**src/rtl/mem_alloc_arbiter_if.sv**
```systemverilog
// Request/grant and free bus between the thread scheduler and
// the near-memory allocator.
interface mem_alloc_arbiter_if #(
  parameter int NUM_REQ = 4,
  parameter int ADDR_W  = 9
);
  logic [NUM_REQ-1:0] req;
  logic [NUM_REQ-1:0] req_rw;
  logic [NUM_REQ-1:0] gnt;
  logic               gnt_valid;
  logic [ADDR_W-1:0]  used_address;
  logic               read_or_write;
  logic               free_valid;
  logic [ADDR_W-1:0]  free_addr;
  logic               freed;
  logic [ADDR_W-1:0]  freed_address;
  logic               free_err;
  logic               full;
  logic [ADDR_W:0]    used_count;

  modport master (
    output req, req_rw, free_valid, free_addr,
    input  gnt, gnt_valid, used_address, read_or_write,
    input  freed, freed_address, free_err, full, used_count
  );

  modport slave (
    input  req, req_rw, free_valid, free_addr,
    output gnt, gnt_valid, used_address, read_or_write,
    output freed, freed_address, free_err, full, used_count
  );
endinterface

```
**src/rtl/mem_alloc_arbiter.sv**
```systemverilog
// Round-robin requester arbitration with next-fit slot allocation
// from an occupancy bitmap, plus free tracking.
module mem_alloc_arbiter #(
  parameter int NUM_REQ   = 4,
  parameter int ADDR_W    = 9,
  parameter int NUM_SLOTS = 64
) (
  input  logic              clk,
  input  logic              reset,
  mem_alloc_arbiter_if.slave bus
);
  localparam int RW = (NUM_REQ > 1) ? $clog2(NUM_REQ) : 1;
  localparam int SW = (NUM_SLOTS > 1) ? $clog2(NUM_SLOTS) : 1;
  localparam int CW = ADDR_W + 1;

  logic [NUM_SLOTS-1:0] bitmap_q, bitmap_d;
  logic [CW-1:0]        count_q, count_d;
  logic [SW-1:0]        next_ptr_q, next_ptr_d;
  logic [RW-1:0]        rr_last_q, rr_last_d;
  logic [NUM_REQ-1:0]   gnt_q, gnt_d;
  logic                 gnt_valid_q, gnt_valid_d;
  logic [ADDR_W-1:0]    used_addr_q, used_addr_d;
  logic                 rw_q, rw_d;
  logic                 freed_q, freed_d;
  logic [ADDR_W-1:0]    freed_addr_q, freed_addr_d;
  logic                 free_err_q, free_err_d;

  logic [NUM_REQ-1:0] elig;
  logic               win_found;
  logic [RW-1:0]      win_idx;
  logic [RW:0]        arb_k;
  logic               slot_found;
  logic [SW-1:0]      slot_idx;
  logic [SW:0]        srch_k;
  logic               full;
  logic               alloc;
  logic               free_in_range;
  logic               free_ok;

  assign full = (count_q == CW'(NUM_SLOTS));

  // A requester whose grant is currently high sits out this cycle.
  always_comb begin
    elig      = bus.req & ~gnt_q;
    win_found = 1'b0;
    win_idx   = '0;
    arb_k     = '0;
    for (int i = 1; i <= NUM_REQ; i++) begin
      arb_k = {1'b0, rr_last_q} + (RW+1)'(i);
      if (arb_k >= (RW+1)'(NUM_REQ))
        arb_k = arb_k - (RW+1)'(NUM_REQ);
      if (!win_found && elig[arb_k[RW-1:0]]) begin
        win_found = 1'b1;
        win_idx   = arb_k[RW-1:0];
      end
    end
  end

  always_comb begin
    slot_found = 1'b0;
    slot_idx   = '0;
    srch_k     = '0;
    for (int j = 0; j < NUM_SLOTS; j++) begin
      srch_k = {1'b0, next_ptr_q} + (SW+1)'(j);
      if (srch_k >= (SW+1)'(NUM_SLOTS))
        srch_k = srch_k - (SW+1)'(NUM_SLOTS);
      if (!slot_found && !bitmap_q[srch_k[SW-1:0]]) begin
        slot_found = 1'b1;
        slot_idx   = srch_k[SW-1:0];
      end
    end
  end

  // Free validity is judged on the pre-edge bitmap, so a slot being
  // allocated this cycle can never be freed in the same cycle.
  assign free_in_range = ({1'b0, bus.free_addr} < CW'(NUM_SLOTS));
  assign free_ok = bus.free_valid && free_in_range &&
                   bitmap_q[bus.free_addr[SW-1:0]];
  assign alloc = win_found && !full && slot_found;

  always_comb begin
    bitmap_d     = bitmap_q;
    next_ptr_d   = next_ptr_q;
    rr_last_d    = rr_last_q;
    gnt_d        = '0;
    gnt_valid_d  = 1'b0;
    used_addr_d  = used_addr_q;
    rw_d         = rw_q;
    freed_d      = free_ok;
    freed_addr_d = freed_addr_q;
    free_err_d   = bus.free_valid && !free_ok;
    count_d      = count_q + CW'(alloc) - CW'(free_ok);
    if (free_ok) begin
      bitmap_d[bus.free_addr[SW-1:0]] = 1'b0;
      freed_addr_d = bus.free_addr;
    end
    if (alloc) begin
      bitmap_d[slot_idx] = 1'b1;
      gnt_d[win_idx]     = 1'b1;
      gnt_valid_d        = 1'b1;
      used_addr_d        = ADDR_W'(slot_idx);
      rw_d               = bus.req_rw[win_idx];
      rr_last_d          = win_idx;
      if (slot_idx == SW'(NUM_SLOTS - 1))
        next_ptr_d = '0;
      else
        next_ptr_d = slot_idx + SW'(1);
    end
  end

  always_ff @(posedge clk or posedge reset) begin
    if (reset) begin
      bitmap_q     <= '0;
      count_q      <= '0;
      next_ptr_q   <= '0;
      rr_last_q    <= RW'(NUM_REQ - 1);
      gnt_q        <= '0;
      gnt_valid_q  <= 1'b0;
      used_addr_q  <= '0;
      rw_q         <= 1'b0;
      freed_q      <= 1'b0;
      freed_addr_q <= '0;
      free_err_q   <= 1'b0;
    end else begin
      bitmap_q     <= bitmap_d;
      count_q      <= count_d;
      next_ptr_q   <= next_ptr_d;
      rr_last_q    <= rr_last_d;
      gnt_q        <= gnt_d;
      gnt_valid_q  <= gnt_valid_d;
      used_addr_q  <= used_addr_d;
      rw_q         <= rw_d;
      freed_q      <= freed_d;
      freed_addr_q <= freed_addr_d;
      free_err_q   <= free_err_d;
    end
  end

  assign bus.gnt           = gnt_q;
  assign bus.gnt_valid     = gnt_valid_q;
  assign bus.used_address  = used_addr_q;
  assign bus.read_or_write = rw_q;
  assign bus.freed         = freed_q;
  assign bus.freed_address = freed_addr_q;
  assign bus.free_err      = free_err_q;
  assign bus.full          = full;
  assign bus.used_count    = count_q;
endmodule

```
**src/flat_wrapper.sv**
```systemverilog
// flat-port wrapper written by rule: the top's interface ports become plain ports
module mem_alloc_arbiter_flat 
#(
  parameter int NUM_REQ   = 4,
  parameter int ADDR_W    = 9,
  parameter int NUM_SLOTS = 64
)
  (clk, reset, bus_req, bus_req_rw, bus_free_valid, bus_free_addr, bus_gnt, bus_gnt_valid, bus_used_address, bus_read_or_write, bus_freed, bus_freed_address, bus_free_err, bus_full, bus_used_count);
  mem_alloc_arbiter_if #(.NUM_REQ(NUM_REQ), .ADDR_W(ADDR_W)) bus_i ();
  input  logic clk;
  input  logic reset;
  input wire logic [$bits(bus_i.req)-1:0] bus_req;
  input wire logic [$bits(bus_i.req_rw)-1:0] bus_req_rw;
  input wire logic [$bits(bus_i.free_valid)-1:0] bus_free_valid;
  input wire logic [$bits(bus_i.free_addr)-1:0] bus_free_addr;
  output wire logic [$bits(bus_i.gnt)-1:0] bus_gnt;
  output wire logic [$bits(bus_i.gnt_valid)-1:0] bus_gnt_valid;
  output wire logic [$bits(bus_i.used_address)-1:0] bus_used_address;
  output wire logic [$bits(bus_i.read_or_write)-1:0] bus_read_or_write;
  output wire logic [$bits(bus_i.freed)-1:0] bus_freed;
  output wire logic [$bits(bus_i.freed_address)-1:0] bus_freed_address;
  output wire logic [$bits(bus_i.free_err)-1:0] bus_free_err;
  output wire logic [$bits(bus_i.full)-1:0] bus_full;
  output wire logic [$bits(bus_i.used_count)-1:0] bus_used_count;
  assign bus_i.req = bus_req;
  assign bus_i.req_rw = bus_req_rw;
  assign bus_i.free_valid = bus_free_valid;
  assign bus_i.free_addr = bus_free_addr;
  assign bus_gnt = bus_i.gnt;
  assign bus_gnt_valid = bus_i.gnt_valid;
  assign bus_used_address = bus_i.used_address;
  assign bus_read_or_write = bus_i.read_or_write;
  assign bus_freed = bus_i.freed;
  assign bus_freed_address = bus_i.freed_address;
  assign bus_free_err = bus_i.free_err;
  assign bus_full = bus_i.full;
  assign bus_used_count = bus_i.used_count;
  mem_alloc_arbiter #(.NUM_REQ(NUM_REQ), .ADDR_W(ADDR_W), .NUM_SLOTS(NUM_SLOTS)) u_core (.clk(clk), .reset(reset), .bus(bus_i));
endmodule
```
**config.mk**
```make
export PLATFORM = sky130hd
export DESIGN_NAME = mem_alloc_arbiter_flat
export DESIGN_NICKNAME = d
export VERILOG_FILES = /design/src/rtl/mem_alloc_arbiter_if.sv /design/src/rtl/mem_alloc_arbiter.sv /design/src/flat_wrapper.sv
export SDC_FILE = /design/constraint.sdc
export NUM_CORES = 1
export LEC_CHECK = 0
export BUFFER_PORTS_ARGS = -buffer_cell sky130_fd_sc_hd__buf_2
export CAP_MARGIN = 20
export CORE_MARGIN = 5
export CORE_UTILIZATION = 35
export CTS_CLUSTER_SIZE = 40
export DETAILED_ROUTE_END_ITERATION = 12
export PLACE_DENSITY = 0.58
export SYNTH_ARGS = -nofsm -noshare
export SYNTH_HDL_FRONTEND = slang
export SYNTH_SLANG_ARGS = --single-unit
```
**constraint.sdc**
```tcl
create_clock -name clk -period 8.7 [get_ports clk]
set_input_delay 1.305 -clock clk [delete_from_list [all_inputs] [get_ports clk]]
set_output_delay 1.305 -clock clk [all_outputs]
set_load 0.1 [all_outputs]
```
* Word level (Yosys, flattened, before mapping)
Cells that the tools add are included.
Storage, ports and cells: bits in registers 105, input port bits 20, logic and storage cells 858, memories kept 0, RAM bits 0, latch bits 0, ROM bits 0, output and inout port bits 37
Operators by class: eq/ne operators 2, multiply operators 0, divide/modulo/power cells 0, bitwise gates (word level) 5, shift-type cells 0, $add $sub $neg 138, order comparisons 143, reduce and logical (&&, ||, !) cells 204, muxes and demuxes 355
Operator list (count):
- $mux 6 | 129
- $lt 6x7->1 const B | 66
- $ge 7x7->1 const B | 63
- $bmux 1 s6 | 65
- $sub 6x1->6 const B | 64
- $add 6x6->7 const B | 32
- $mux 1 | 142
- $logic_not 1->1 | 130
- $mux 64 | 2
- $add 6x5->7 const B | 16
- $logic_and 1x1->1 | 74
- $and 64x64->64 | 1
- $not 64->64 | 1
- $or 64x64->64 | 1
- $add 6x4->7 const B | 8
- $add 6x3->7 const B | 4
- $mux 2 | 8
- $lt 2x3->1 const B | 5
- $add 6x2->7 const B | 2
- $demux 1 s6 | 2
- $ge 3x3->1 const B | 4
- $ge 6x1->1 const B | 2
- $add 10x1->10 | 1
- $bmux 1 s2 | 5
- other kinds (16) | 20

* Depth between registers and ports, before layout
depth in word-level cells 200, gate-level depth with buffers 35, mapped depth without buffers 27

* Worst setup path before layout
Ideal clock, no wire load.
path kind register -> register, start point register u_core.next_ptr_q[2], end point register u_core.count_q[9] (netlist: u_core.bus.used_count[9]), data required time 8.621 ns, path slack 1.978 ns, stages on the path, launching flop included 31, library setup time 0.079 ns, clock period less this slack 6.722 ns, arrival time 6.643 ns, path buffers 5, cells stage by stage dfrtp_1 buf_2 inv_2 buf_1 ha_1 a21oi_1 xnor2_1 buf_2 mux4_2 mux4_2 nor3_1 and2_1 buf_4 nand4_4 and4b_1 nand4_4 nor3_2 nand2_1 nand2_1 inv_1 clkbuf_1 ha_1 a21o_1 a21oi_1 o21bai_1 a21oi_1 o21bai_1 a21oi_1 o21bai_1 a21oi_1 xor2_1
Between the ends: cells in the longest elaborated chain, start to end 197, elaborated cells between the ends (all ways) 638, classes of those cells 129 x add/sub; 64 x order compare; 256 x mux; 189 x reduce/logical
RTL lines:
- start, declared | RTL line mem_alloc_arbiter.sv:18 | logic [SW-1:0] next_ptr_q, next_ptr_d;
- start signal, assigned | RTL line mem_alloc_arbiter.sv:127 | next_ptr_q <= next_ptr_d;
- $add 6x1->7 | RTL line mem_alloc_arbiter.sv:64 | srch_k = {1'b0, next_ptr_q} + (SW+1)'(j);
- $sub 6x1->6 or $ge 7x7->1 (tied branches) | RTL line mem_alloc_arbiter.sv:66, mem_alloc_arbiter.sv:65
- $mux 6 | RTL line mem_alloc_arbiter.sv:65 | if (srch_k >= (SW+1)'(NUM_SLOTS))
- $bmux 1 s6 | RTL line mem_alloc_arbiter.sv:67 | if (!slot_found && !bitmap_q[srch_k[SW-1:0]]) begin
- $mux 1 (not written as such) | RTL line mem_alloc_arbiter.sv:67
- $logic_not 1->1 | RTL line mem_alloc_arbiter.sv:67
- $logic_and 1x1->1 | RTL line mem_alloc_arbiter.sv:67
- $mux 1 | RTL line mem_alloc_arbiter.sv:67
- [183 not listed]
- $logic_not 1->1 | RTL line mem_alloc_arbiter.sv:67
- $logic_and 1x1->1 | RTL line mem_alloc_arbiter.sv:67
- $mux 1 * | RTL line mem_alloc_arbiter.sv:67
- $logic_and 1x1->1 * | RTL line mem_alloc_arbiter.sv:79 | assign alloc = win_found && !full && slot_found;
- named net u_core.alloc | RTL line mem_alloc_arbiter.sv:36 | logic alloc;
- $add 10x1->10 * | RTL line mem_alloc_arbiter.sv:92 | count_d = count_q + CW'(alloc) - CW'(free_ok);
- $sub 10x1->10 * | RTL line mem_alloc_arbiter.sv:92
- named net u_core.count_d[9] | RTL line mem_alloc_arbiter.sv:17 | logic [CW-1:0] count_q, count_d;
- end signal, assigned | RTL line mem_alloc_arbiter.sv:126 | count_q <= count_d;
- end, declared | RTL line mem_alloc_arbiter.sv:17
Mark *: on every way through the listed nets, which the timed path passes. The rest lies on a longest branch. The select of a mux whose other input is x is not followed. A chain may end at the register's enable or synchronous reset.

* Worst setup path after layout
start point register u_core.next_ptr_q[0], end point register u_core.bitmap_q[14]
Between the ends: cells in the longest elaborated chain, start to end 200, elaborated cells between the ends (all ways) 707, classes of those cells 127 x add/sub; 66 x order compare; 323 x mux; 1 x bitwise; 190 x reduce/logical
RTL lines:
- $add 6x1->7 | RTL line mem_alloc_arbiter.sv:64
- $sub 6x1->6 or $ge 7x7->1 (tied branches) | RTL line mem_alloc_arbiter.sv:66, mem_alloc_arbiter.sv:65
- $mux 6 | RTL line mem_alloc_arbiter.sv:65
- $bmux 1 s6 | RTL line mem_alloc_arbiter.sv:67
- $mux 1 (not written as such) | RTL line mem_alloc_arbiter.sv:67
- $logic_not 1->1 | RTL line mem_alloc_arbiter.sv:67
- $logic_and 1x1->1 | RTL line mem_alloc_arbiter.sv:67
- $mux 1 | RTL line mem_alloc_arbiter.sv:67
- [185 not listed]
- $mux 6 | RTL line mem_alloc_arbiter.sv:67
- $lt 6x7->1 (not written as such) or $ge 6x1->1 (tied branches) | RTL line mem_alloc_arbiter.sv:98 | bitmap_d[slot_idx] = 1'b1;
- $logic_and 1x1->1 (not written as such) | RTL line mem_alloc_arbiter.sv:98
- $mux 1 (not written as such) | RTL line mem_alloc_arbiter.sv:98
- $demux 1 s6
- $or 64x64->64 (no source line)
- $mux 64 * | RTL line mem_alloc_arbiter.sv:97 | if (alloc) begin
- named net u_core.bitmap_d[14] | RTL line mem_alloc_arbiter.sv:16 | logic [NUM_SLOTS-1:0] bitmap_q, bitmap_d;
- end signal, assigned | RTL line mem_alloc_arbiter.sv:125 | bitmap_q <= bitmap_d;
- end, declared | RTL line mem_alloc_arbiter.sv:16
Marked as above.

==> flow_summary.ini <==
[placement]
gp_congestion = 1.130
dp_hpwl_um = 99690
io_buffer_count = 53
placedCellCount = 3329

[critical_path]
slowest_delay_ns = 0.66
crit_buf_inv = 6
crit_required_ns = 8.99
crit_family = simple AND/OR/NAND/NOR gates
arrival_ns = 8.60
worstPathCellList = inv_2 -> ha_4 -> buf_12 -> mux2_2 -> mux2i_1 -> mux4_2 -> mux2i_1 -> mux2i_1 -> buf_4 -> or2_2 -> nor3_2 -> buf_4 -> nand4_1 -> or4b_1 -> a221o_1 -> o21ai_1 -> a31oi_1 -> buf_4 -> a221oi_4 -> inv_2 -> or3_1 -> o21ai_1
crit_fanout = 44
startpoint_type = register
criticalPathCategory = register to register
cp-end-kind = register
critPathSlowestCell = or4b_1

[clock_tree]
clock_path_buffers = 2
clk_latency_ns = 0.37
cts_buffers = 9
cts-htree-levels = 3
cts_sinks = 105
cts_tree = done
clkSlewWorstSetupHoldPaths_ns = 0.08
cts-root-buf = clkbuf_16
cts_setup_buffers = 0

[die]
die_w_um = 251.5
dieArea_um2 = 63270
core_um2 = 57700
die_h_um = 251.5
start_util_pct = 35.39
rows = 88
ios = 57

[sta]
relSlewSlack_pct = 19.17
tns_ns = 0
tightest_slew_ns = 1.204
rsz0062_at_grt = no
fmax_mhz = 120.4
min_period_over_period_pct = 95.50
finalHoldViolations = 0
setup_violations = 0
period_needed_ns = 8.308
skew_ns = 0.01235
slew_violations = 0

[yosys]
ys_seq_elements = 105
async_reset_ff_share_pct = 100.0
synth_enable_flop_cells = 0
yosysSeqAreaShare_pct = 12.88
post-synth-top-area-fraction_pct = 17.10
synth_cell_types = 120
synthFlopType = dfrtp_1
syn-instance-count = 2506
ys_top_cells_by_area = mux4_2, dfrtp_1, mux2i_1
yosys_warnings = 0
syn_avg_cell_area_um2 = 8.148
yosysTopAreaCell = mux4_2
syn_area_um2 = 20420

[finish]
final_cell_mix = nand2_1, o21ai_0, nor2_1, buf_4, mux4_2
drive_gt1_share_pct = 22.18
fillers = 5985
layout_commonest_cell = nand2_1
postLayoutCoreUtil_pct = 39.18
nets = 2630
final_cells = 3354
syn2layout_area_growth_pct = 10.72

[grt]
grt_usage_pct = 37.69
use_met3_pct = 8.102
grt_pass1_wl_um = 174300
grt-ovfl-total = 0
grt.busiest_layer = met2
grt_pass1_vias = 22668
gr-usage-met2_pct = 56.00
use_met1_pct = 48.74
grt_antenna_before_repair = 5
grt_max_degree = 117

[route]
vias = 24277
final_antenna_net_count = 0
wl_per_cell_um = 37.20
routed_wirelength_um = 124800
viasPerCell = 7.238
drtIter0Drc = 3667
dr.pass1.iters = 8
drc = 0

[run_status]
outcome = complete, no violations

[worst_hold_path]
min_path_type = register to register

[job]
maxCapViolations = 0
cells by family (layout without fill, tap and decap cells):
| group | after synthesis | after routing | share of synthesized area, % |
|---|---|---|---|
| AO/OA/AOI/OAI | 783 | 783 | 25.42 |
| XOR/XNOR | 90 | 90 | 4.247 |
| adder cells (fa/ha/maj) | 32 | 32 | 1.998 |
| buffers and inverters | 241 | 316 | 5.828 |
| flip-flops | 105 | 105 | 12.88 |
| multiplexers | 355 | 355 | 27.39 |
| other | 1 | 9 | 0.01837 |
| AND/OR/NAND/NOR | 899 | 899 | 22.22 |
flip-flops by register name (all words and copies together), names as in the netlist:
| name | flops |
|---|---|
| u_core.bitmap_q | 64 |
| u_core.bus.free_err | 1 |
| u_core.bus.freed | 1 |
| u_core.bus.freed_address | 9 |
| u_core.bus.gnt | 4 |
| u_core.bus.gnt_valid | 1 |
| u_core.bus.read_or_write | 1 |
| u_core.bus.used_address | 6 |
| u_core.bus.used_count | 10 |
| u_core.next_ptr_q | 6 |
| u_core.rr_last_q | 2 |
area by class of cell:
cell class,count,area [um2],share of cell area [%]
inverters,76,287.8,1.273
repair buffers,224,1627,7.195
clock buffers,10,229.0,1.013
clock inverters,6,83.83,0.3708
flip-flops and latches,105,2643,11.69
well taps,765,957.2,4.234
multi-input cells,2162,16760,74.16
diodes,6,15.01,0.06642
final timing paths:
path | cells after the start | slack, ns | endpoint | startpoint
setup / recovery | 22 | 0.39 | u_core.bitmap_q[14] | u_core.next_ptr_q[0]
hold / removal | 2 | 0.48 | u_core.bus.freed_address[1] | u_core.bus.freed_address[1]
setup reg to reg | 22 | 0.39 | u_core.bitmap_q[14] | u_core.next_ptr_q[0]
hold reg to reg | 2 | 0.48 | u_core.bus.freed_address[1] | u_core.bus.freed_address[1]
max in group asynchronous | 4 | 6.90 | u_core.next_ptr_q[0] | reset
min in group asynchronous | 2 | 0.91 | u_core.bus.used_address[0] | reset
per-stage QoR:
| stage | setup WS [ns] | cell area (um2) | hold WS, ns |
|---|---|---|---|
| after CTS | 0.3607 | 22520 | 0.4840 |
| after detailed placement | 0.4037 | 22210 | 0.4616 |
| after floorplan | 1.978 | 20430 | 0.4521 |
| after global routing | 0.2867 | 22590 | 0.4933 |
| final | 0.3916 | 22610 | 0.4762 |
| after global placement | 0.1855 | 22210 | 0.4569 |
synthesized netlist by cell type, drive strengths merged (22+ instances only):
cell type and number:
a21oi 143, nand3 131, clkbuf 62, a22oi 37
dfrtp 103, o22ai 43, buf 103, nand4 32
xnor2 79, inv 76, o21ai 256, nor3 73
mux2 70, ha 31, o2111ai 22, and3 34
mux2i 130, nor2 178, nand2 278, mux4 155
and2 40, a31oi 34
timing repair:
item | CTS | global route
resized for setup | 0 | 2
endpoints found under the setup margin | 0 | 48
endpoints found under the hold margin | 0 | 0
hold buffers | 0 | 0
tightest hold or removal path, stage by stage (launching register included):
cell and delay (ns):
dfrtp_1 0.34, nand2_1 0.05, nand2_1 0.05
layer usage:
metal / vias up / wire length, um
met5: - / 0
met4: 0 / 12020
met3: 483 / 14660
met2: 2083 / 51850
met1: 11794 / 46230
li1: 9917 / -
Power is not shown: default switching activity piles up to over one toggle a cycle in this logic, so the estimate is an artifact.
